==> src/rtl/bus_arbiter_pkg.sv <==
// bus_arbiter_pkg
// Shared types for the memory bus arbiter: FSM state and bus owner encodings,
// the starvation counter width, and a helper that maps a one-hot grant onto
// an owner code.
package bus_arbiter_pkg;

    typedef enum logic [1:0] {
        ArbIdle = 2'd0,
        ArbReq  = 2'd1,
        ArbResp = 2'd2
    } arb_state_e;

    typedef enum logic [1:0] {
        ArbM0   = 2'd0,
        ArbM1   = 2'd1,
        ArbM2   = 2'd2,
        ArbNone = 2'd3
    } arb_owner_e;

    localparam int STARVE_W = 8;

    // Bit 0 = m0 (load/store), bit 1 = m1 (fetch), bit 2 = m2 (debug)
    function automatic arb_owner_e owner_from_onehot(input logic [2:0] gnt);
        arb_owner_e owner;
        owner = ArbNone;
        if (gnt[2]) begin
            owner = ArbM2;
        end else if (gnt[1]) begin
            owner = ArbM1;
        end else if (gnt[0]) begin
            owner = ArbM0;
        end
        return owner;
    endfunction

endpackage

==> src/rtl/bus_arbiter_arb_prio.sv <==
// arb_prio
// Combinational fixed-priority picker with a starvation override.
// Ports:
//   req_i        [2:0] request bits (0 = m0, 1 = m1, 2 = m2)
//   starve_ovr_i       promotes m1 above m0 (m2 still wins)
//   gnt_o        [2:0] one-hot grant, all zero when nobody requests
module arb_prio (
    input  logic [2:0] req_i,
    input  logic       starve_ovr_i,
    output logic [2:0] gnt_o
);

    always_comb begin
        gnt_o = 3'b000;
        if (req_i[2]) begin
            gnt_o = 3'b100;
        end else if (starve_ovr_i && req_i[1]) begin
            gnt_o = 3'b010;
        end else if (req_i[0]) begin
            gnt_o = 3'b001;
        end else if (req_i[1]) begin
            gnt_o = 3'b010;
        end
    end

endmodule

==> src/rtl/bus_arbiter.sv <==
// bus_arbiter
// Shares one memory bus port among load/store (m0), instruction fetch (m1)
// and debug (m2) with a single-outstanding request/grant/response FSM.
// Ports:
//   clk, rstn            clock; asynchronous active-high reset (rstn = 1 resets)
//   mN_req/we/addr/wdata master request and payload
//   mN_gnt_o, mN_rvalid_o one-cycle accept / completion pulses
//   mN_rdata_o           read data, non-zero only with mN_rvalid_o
//   s_req/we/addr/wdata  registered request toward the slave
//   s_gnt_i, s_rvalid_i, s_rdata_i  slave handshake and read data
//   hold_flag_o          pipeline hold while m0 or m1 is still waiting
module bus_arbiter
    import bus_arbiter_pkg::*;
#(
    parameter int ADDR_W     = 32,
    parameter int DATA_W     = 32,
    parameter int STARVE_MAX = 8
) (
    input  logic              clk,
    input  logic              rstn,
    input  logic              m0_req_i,
    input  logic              m0_we_i,
    input  logic [ADDR_W-1:0] m0_addr_i,
    input  logic [DATA_W-1:0] m0_wdata_i,
    output logic              m0_gnt_o,
    output logic              m0_rvalid_o,
    output logic [DATA_W-1:0] m0_rdata_o,
    input  logic              m1_req_i,
    input  logic              m1_we_i,
    input  logic [ADDR_W-1:0] m1_addr_i,
    input  logic [DATA_W-1:0] m1_wdata_i,
    output logic              m1_gnt_o,
    output logic              m1_rvalid_o,
    output logic [DATA_W-1:0] m1_rdata_o,
    input  logic              m2_req_i,
    input  logic              m2_we_i,
    input  logic [ADDR_W-1:0] m2_addr_i,
    input  logic [DATA_W-1:0] m2_wdata_i,
    output logic              m2_gnt_o,
    output logic              m2_rvalid_o,
    output logic [DATA_W-1:0] m2_rdata_o,
    output logic              s_req_o,
    output logic              s_we_o,
    output logic [ADDR_W-1:0] s_addr_o,
    output logic [DATA_W-1:0] s_wdata_o,
    input  logic              s_gnt_i,
    input  logic              s_rvalid_i,
    input  logic [DATA_W-1:0] s_rdata_i,
    output logic              hold_flag_o
);

    localparam logic [STARVE_W-1:0] StarveMaxC = STARVE_W'(STARVE_MAX);

    arb_state_e          state_q;
    arb_owner_e          owner_q;
    logic [STARVE_W-1:0] starve_q;
    logic [STARVE_W-1:0] starve_d;
    logic                s_req_q;
    logic                s_we_q;
    logic [ADDR_W-1:0]   s_addr_q;
    logic [DATA_W-1:0]   s_wdata_q;

    logic [2:0] req_vec;
    logic [2:0] pick;
    logic       starve_ovr;
    logic [2:0] owner_hit;
    logic       txn_done;
    logic [2:0] gnt_vec;
    logic [2:0] rvalid_vec;

    assign req_vec    = {m2_req_i, m1_req_i, m0_req_i};
    assign starve_ovr = (starve_q == StarveMaxC) && m1_req_i;

    arb_prio u_prio (
        .req_i        (req_vec),
        .starve_ovr_i (starve_ovr),
        .gnt_o        (pick)
    );

    // Fetch loses an arbitration whenever it is requesting in IDLE but the
    // picker chose someone else; the count only matters while m1 waits.
    always_comb begin
        starve_d = starve_q;
        if (!m1_req_i) begin
            starve_d = '0;
        end else if (state_q == ArbIdle) begin
            if (pick[1]) begin
                starve_d = '0;
            end else if (starve_q != StarveMaxC) begin
                starve_d = starve_q + 1'b1;
            end
        end
    end

    // FSM, owner and slave-side payload latches. The payload is captured
    // once at the IDLE pick, so master-side changes afterwards are not seen.
    always_ff @(posedge clk or posedge rstn) begin
        if (rstn) begin
            state_q   <= ArbIdle;
            owner_q   <= ArbNone;
            starve_q  <= '0;
            s_req_q   <= 1'b0;
            s_we_q    <= 1'b0;
            s_addr_q  <= '0;
            s_wdata_q <= '0;
        end else begin
            starve_q <= starve_d;
            case (state_q)
                ArbIdle: begin
                    if (|req_vec) begin
                        owner_q <= owner_from_onehot(pick);
                        s_req_q <= 1'b1;
                        state_q <= ArbReq;
                        if (pick[2]) begin
                            s_we_q    <= m2_we_i;
                            s_addr_q  <= m2_addr_i;
                            s_wdata_q <= m2_wdata_i;
                        end else if (pick[1]) begin
                            s_we_q    <= m1_we_i;
                            s_addr_q  <= m1_addr_i;
                            s_wdata_q <= m1_wdata_i;
                        end else begin
                            s_we_q    <= m0_we_i;
                            s_addr_q  <= m0_addr_i;
                            s_wdata_q <= m0_wdata_i;
                        end
                    end
                end
                ArbReq: begin
                    if (s_gnt_i) begin
                        s_req_q <= 1'b0;
                        if (s_rvalid_i) begin
                            owner_q <= ArbNone;
                            state_q <= ArbIdle;
                        end else begin
                            state_q <= ArbResp;
                        end
                    end
                end
                ArbResp: begin
                    if (s_rvalid_i) begin
                        owner_q <= ArbNone;
                        state_q <= ArbIdle;
                    end
                end
                default: begin
                    owner_q <= ArbNone;
                    s_req_q <= 1'b0;
                    state_q <= ArbIdle;
                end
            endcase
        end
    end

    // Grant and completion pulses follow the slave inputs in the same cycle
    assign owner_hit  = {owner_q == ArbM2, owner_q == ArbM1, owner_q == ArbM0};
    assign txn_done   = ((state_q == ArbReq) && s_gnt_i && s_rvalid_i) ||
                        ((state_q == ArbResp) && s_rvalid_i);
    assign gnt_vec    = ((state_q == ArbReq) && s_gnt_i) ? owner_hit : 3'b000;
    assign rvalid_vec = txn_done ? owner_hit : 3'b000;

    assign m0_gnt_o    = gnt_vec[0];
    assign m1_gnt_o    = gnt_vec[1];
    assign m2_gnt_o    = gnt_vec[2];
    assign m0_rvalid_o = rvalid_vec[0];
    assign m1_rvalid_o = rvalid_vec[1];
    assign m2_rvalid_o = rvalid_vec[2];
    assign m0_rdata_o  = rvalid_vec[0] ? s_rdata_i : '0;
    assign m1_rdata_o  = rvalid_vec[1] ? s_rdata_i : '0;
    assign m2_rdata_o  = rvalid_vec[2] ? s_rdata_i : '0;

    assign s_req_o   = s_req_q;
    assign s_we_o    = s_we_q;
    assign s_addr_o  = s_addr_q;
    assign s_wdata_o = s_wdata_q;

    // Debug traffic never stalls the pipeline
    assign hold_flag_o = (m0_req_i & ~m0_rvalid_o) | (m1_req_i & ~m1_rvalid_o);

endmodule

==> config.mk <==
export PLATFORM = sky130hd
export DESIGN_NAME = bus_arbiter
export DESIGN_NICKNAME = d
export VERILOG_FILES = /design/src/rtl/bus_arbiter_pkg.sv /design/src/rtl/bus_arbiter_arb_prio.sv /design/src/rtl/bus_arbiter.sv
export SDC_FILE = /design/constraint.sdc
export NUM_CORES = 1
export LEC_CHECK = 0
export ABC_AREA = 1
export ABC_CLOCK_PERIOD_IN_PS = 5500
export BUFFER_PORTS_ARGS = -buffer_cell sky130_fd_sc_hd__buf_2
export CAP_MARGIN = 0
export CORE_AREA = 4 4 154 156
export CTS_CLUSTER_DIAMETER = 150
export DETAILED_ROUTE_END_ITERATION = 8
export DIE_AREA = 0 0 158 160
export HOLD_SLACK_MARGIN = 0.12
export PLACE_DENSITY = 0.49
export RECOVER_POWER = 25
export SLEW_MARGIN = 20
export SYNTH_ARGS = -nofsm -noshare
export SYNTH_HDL_FRONTEND = slang
export SYNTH_SLANG_ARGS = --single-unit
==> constraint.sdc <==
create_clock -name clk -period 5.5 [get_ports clk]
set_clock_uncertainty 0.2 [all_clocks]
set_input_delay 1.1 -clock clk [delete_from_list [all_inputs] [get_ports clk]]
set_output_delay 1.1 -clock clk [all_outputs]
set_load 0.01 [all_outputs]
==> impl_metrics.csv <==
group,metric,value,unit
cts,tritoncts,"done",
setup_path,required_time_at_the_worst_slack_endpoint,4.20,ns
logic_synthesis,main_combinational_cell_family_by_area_after_synthesis,"simple AND/OR/NAND/NOR gates",
run_status,failed_checks,"max-capacitance violations, max-slew violations",
timing,layout_worst_path_cycle_share,71.4,%
timing,clock.fmax,255,MHz
setup_path,critPathMaxFanout,32,
logic_synthesis,unique_cell_type_count_in_the_yosys_netlist,24,
setup_path,crit_path_start_kind,"input port",
logic_synthesis,synth.ff_latch_count,78,
logic_synthesis,syn_avg_cell_area,6.19,um^2
logic_synthesis,synth_fa_ha_area_share,1.14,%
finish,synthToLayoutAreaGrowth,44.0,%
timing,fin_hold_ws,0.277,ns
placement,place_congestion,0.837,
drt,vias,6975,
cts,num_cts_buffers,9,
grt,grt_util_all_layers,18.6,%
grt,grt_start_max_net_pins,80,
timing,timing.slew.headroom,-55.3,%
floorplan,io-pin-count,403,
grt,grt_antenna_before_repair,4,
cts,cts_resized,0,
setup_path,r2r-start,"starve_q[0]",
grt,grt_pass1_vias,6462,
logic_synthesis,synth_warnings,0,
setup_path,crit_path_start,"s_gnt_i",
setup_path,critPathArrivalTime,2.63,ns
timing,final_setup_violation_count,0,
cts,cts-root-buf,"sky130_fd_sc_hd__clkbuf_16",
logic_synthesis,syn-num-nets,1129,
floorplan,std_cell_rows,55,
timing,finalHoldViolCount,0,
floorplan,design.core.area,22400,um^2
run_status,status,"finished, violations left",
drt,detailedRoute.firstPassIterationCount,4,
finish,final_cell_mix,"sky130_fd_sc_hd__buf_2 (370), sky130_fd_sc_hd__nand2_1 (272), sky130_fd_sc_hd__nor2_1 (181)",
power_and_ir_drop,leakagePower,4.64,nW
logic_synthesis,cell_type_contributing_the_most_total_cell_area_after_synthesis,"sky130_fd_sc_hd__dfrtp_1",
drt,drc,0,
placement,io_port_bufs,402,
cts,numClockSinks,78,
logic_synthesis,synth-compound-area-share,11.6,%
job,max_cap_viol_count,1,
timing,setup_total_negative_slack,0,ns
logic_synthesis,sequential_share_of_the_synthesized_area,35.5,%
finish,drive_gt1_share,33.7,%
floorplan,die-width,158,um
logic_synthesis,synth_area,5510,um^2
cts,insertion_delay,0.33,ns
floorplan,initial_core_util,24.6,%
logic_synthesis,yosys.area_share.simple,41.1,%
floorplan,floorplan.die.height,160,um
finish,layout_commonest_cell,"sky130_fd_sc_hd__buf_2",
cts,ctsHoldBuffers,0,
worst_hold_path,hold_path.class,"reg -> reg",
logic_synthesis,synth.mux.area_fraction,0,%
floorplan,dieArea,25300,um^2
placement,detailedPlacementHpwl,18900,um
logic_synthesis,fraction_of_synthesized_cell_area_in_xor_and_xnor_cells,0.477,%
power_and_ir_drop,power.ir.vdd_worst,0.000270,V
grt,overflow,0,
cts,post_cts.repair.setup_buffers,0,
timing,grt_setup_unrepaired,"false",
logic_synthesis,yosysTopAreaCellShare,34.5,%
worst_hold_path,hold_path.startpoint,"s_addr_o[2]",
logic_synthesis,synth.area.top_cells,"sky130_fd_sc_hd__dfrtp_1 (35%), sky130_fd_sc_hd__nand2_1 (19%), sky130_fd_sc_hd__nor2_1 (12%)",
cts,cts_buffer_depth,2,
drt,route.detailed.wl_per_inst,16.5,um
timing,worst_slew_pin_slew,2.32,ns
timing,fin_crit,3.93,ns
timing,timing_max_transition_violations_final,51,
setup_path,end_kind,"output port",
setup_path,path_class,"in -> out",
timing,final.setup.worst_slack,1.57,ns
drt,ant_nets,0,
grt,wire_length_of_the_first_global_routing_pass,36400,um
placement,place_worst_setup_slack,1.53,ns
cts,clock_tree.htree_level_count,3,
power_and_ir_drop,cellPowerDensity,397,nW/um^2
logic_synthesis,synth_cells,890,
drt,drt_first_iter_violations,313,
drt,routed_wl,25500,um
cts,worst_setup_hold_path_clk_slew,0.06,ns
drt,per_cell_via_count_in_the_routed_design,4.52,
finish,final_nets,1488,
logic make-up (layout without fill, tap and decap cells):
logic type / count (synthesis) / after routing
buffers and inverters: 131 / 495
adder cells (fa/ha/maj): 5 / 5
AO/OA/AOI/OAI: 119 / 119
XOR/XNOR: 3 / 3
AND/OR/NAND/NOR: 554 / 554
flip-flops: 78 / 78
other: 0 / 4
through the flow:
step                power (W)  util [%]  std cells  area [um^2]
global placement      0.00255      34.1       1523         7640
floorplan             0.00189         -        890         5510
detailed placement    0.00256      34.1       1523         7640
global route          0.00342      35.4       1540         7920
CTS                   0.00324      35.6       1539         7960
finish                0.00315      35.5       1543         7930
worst paths after layout:
check	endpoint	slack, ns	cells past startpoint
max	m0_rdata_o[3]	1.57	8
min	s_addr_o[2]	0.28	2
max reg2reg	starve_q[7]	2.95	11
min reg2reg	s_addr_o[2]	0.28	2
max in group asynchronous	owner_q[1]	2.61	3
min in group asynchronous	s_wdata_o[28]	1.18	2
flip-flops by register name, indices dropped and copies added (netlist names):
register	flops
s_we_o	1
state_q	2
s_addr_o	32
s_wdata_o	32
starve_q	8
s_req_o	1
owner_q	2
metal layers:
layer  vias to the layer above  global-route usage (%)  share of wire (%)
met5                         -                       0               0.13
met2                       290                    34.9                 52
met4                         6                    6.17                2.6
met1                      3152                    20.3                 38
li1                       3487                       -                  -
met3                        40                    4.07                7.5
final cells by class:
| cell class | instances | area [um^2] |
|---|---|---|
| well taps | 285 | 357 |
| clock inverters | 5 | 81.3 |
| flip-flops and latches | 78 | 1950 |
| clock buffers | 11 | 243 |
| fillers | 2531 | 14400 |
| multi-input cells | 681 | 3000 |
| diodes | 4 | 10.0 |
| inverters | 70 | 264 |
| repair buffers | 409 | 2020 |
critical path: stages:
cell and delay [ns]:
sky130_fd_sc_hd__buf_2 0.10, sky130_fd_sc_hd__nand2_1 0.09, sky130_fd_sc_hd__nand2_1 0.07, sky130_fd_sc_hd__nand2_1 0.08
sky130_fd_sc_hd__nor3_1 0.27, sky130_fd_sc_hd__inv_1 0.51, sky130_fd_sc_hd__nor2_1 0.23, sky130_fd_sc_hd__buf_2 0.16
synthesized netlist by cell type:
cell                       count
sky130_fd_sc_hd__nor3_1        8
sky130_fd_sc_hd__nor2_2        1
sky130_fd_sc_hd__buf_1         1
sky130_fd_sc_hd__ha_1          5
sky130_fd_sc_hd__a21oi_1      96
sky130_fd_sc_hd__nand3b_1     15
sky130_fd_sc_hd__nand3_1      63
sky130_fd_sc_hd__inv_2         3
sky130_fd_sc_hd__xor2_1        3
sky130_fd_sc_hd__nor2_1      181
sky130_fd_sc_hd__nand2_2      11
sky130_fd_sc_hd__buf_2        22
sky130_fd_sc_hd__dfstp_2       2
sky130_fd_sc_hd__dfrtp_1      76
sky130_fd_sc_hd__buf_4         6
sky130_fd_sc_hd__o31ai_1       1
sky130_fd_sc_hd__buf_8         2
sky130_fd_sc_hd__nand2_1     274
sky130_fd_sc_hd__clkbuf_1     30
sky130_fd_sc_hd__nand2_4       1
sky130_fd_sc_hd__o21ai_0      11
sky130_fd_sc_hd__inv_1        67
sky130_fd_sc_hd__a21oi_2      10
sky130_fd_sc_hd__o22ai_1       1
where the power goes:
part           switching [W]  internal [W]  total, W
registers           0.000158      0.000855   0.00101
logic               0.000953      0.000524   0.00148
clock network       0.000250      0.000411  0.000662
total                0.00136       0.00179   0.00315
Power figures use the tool's default switching activity.
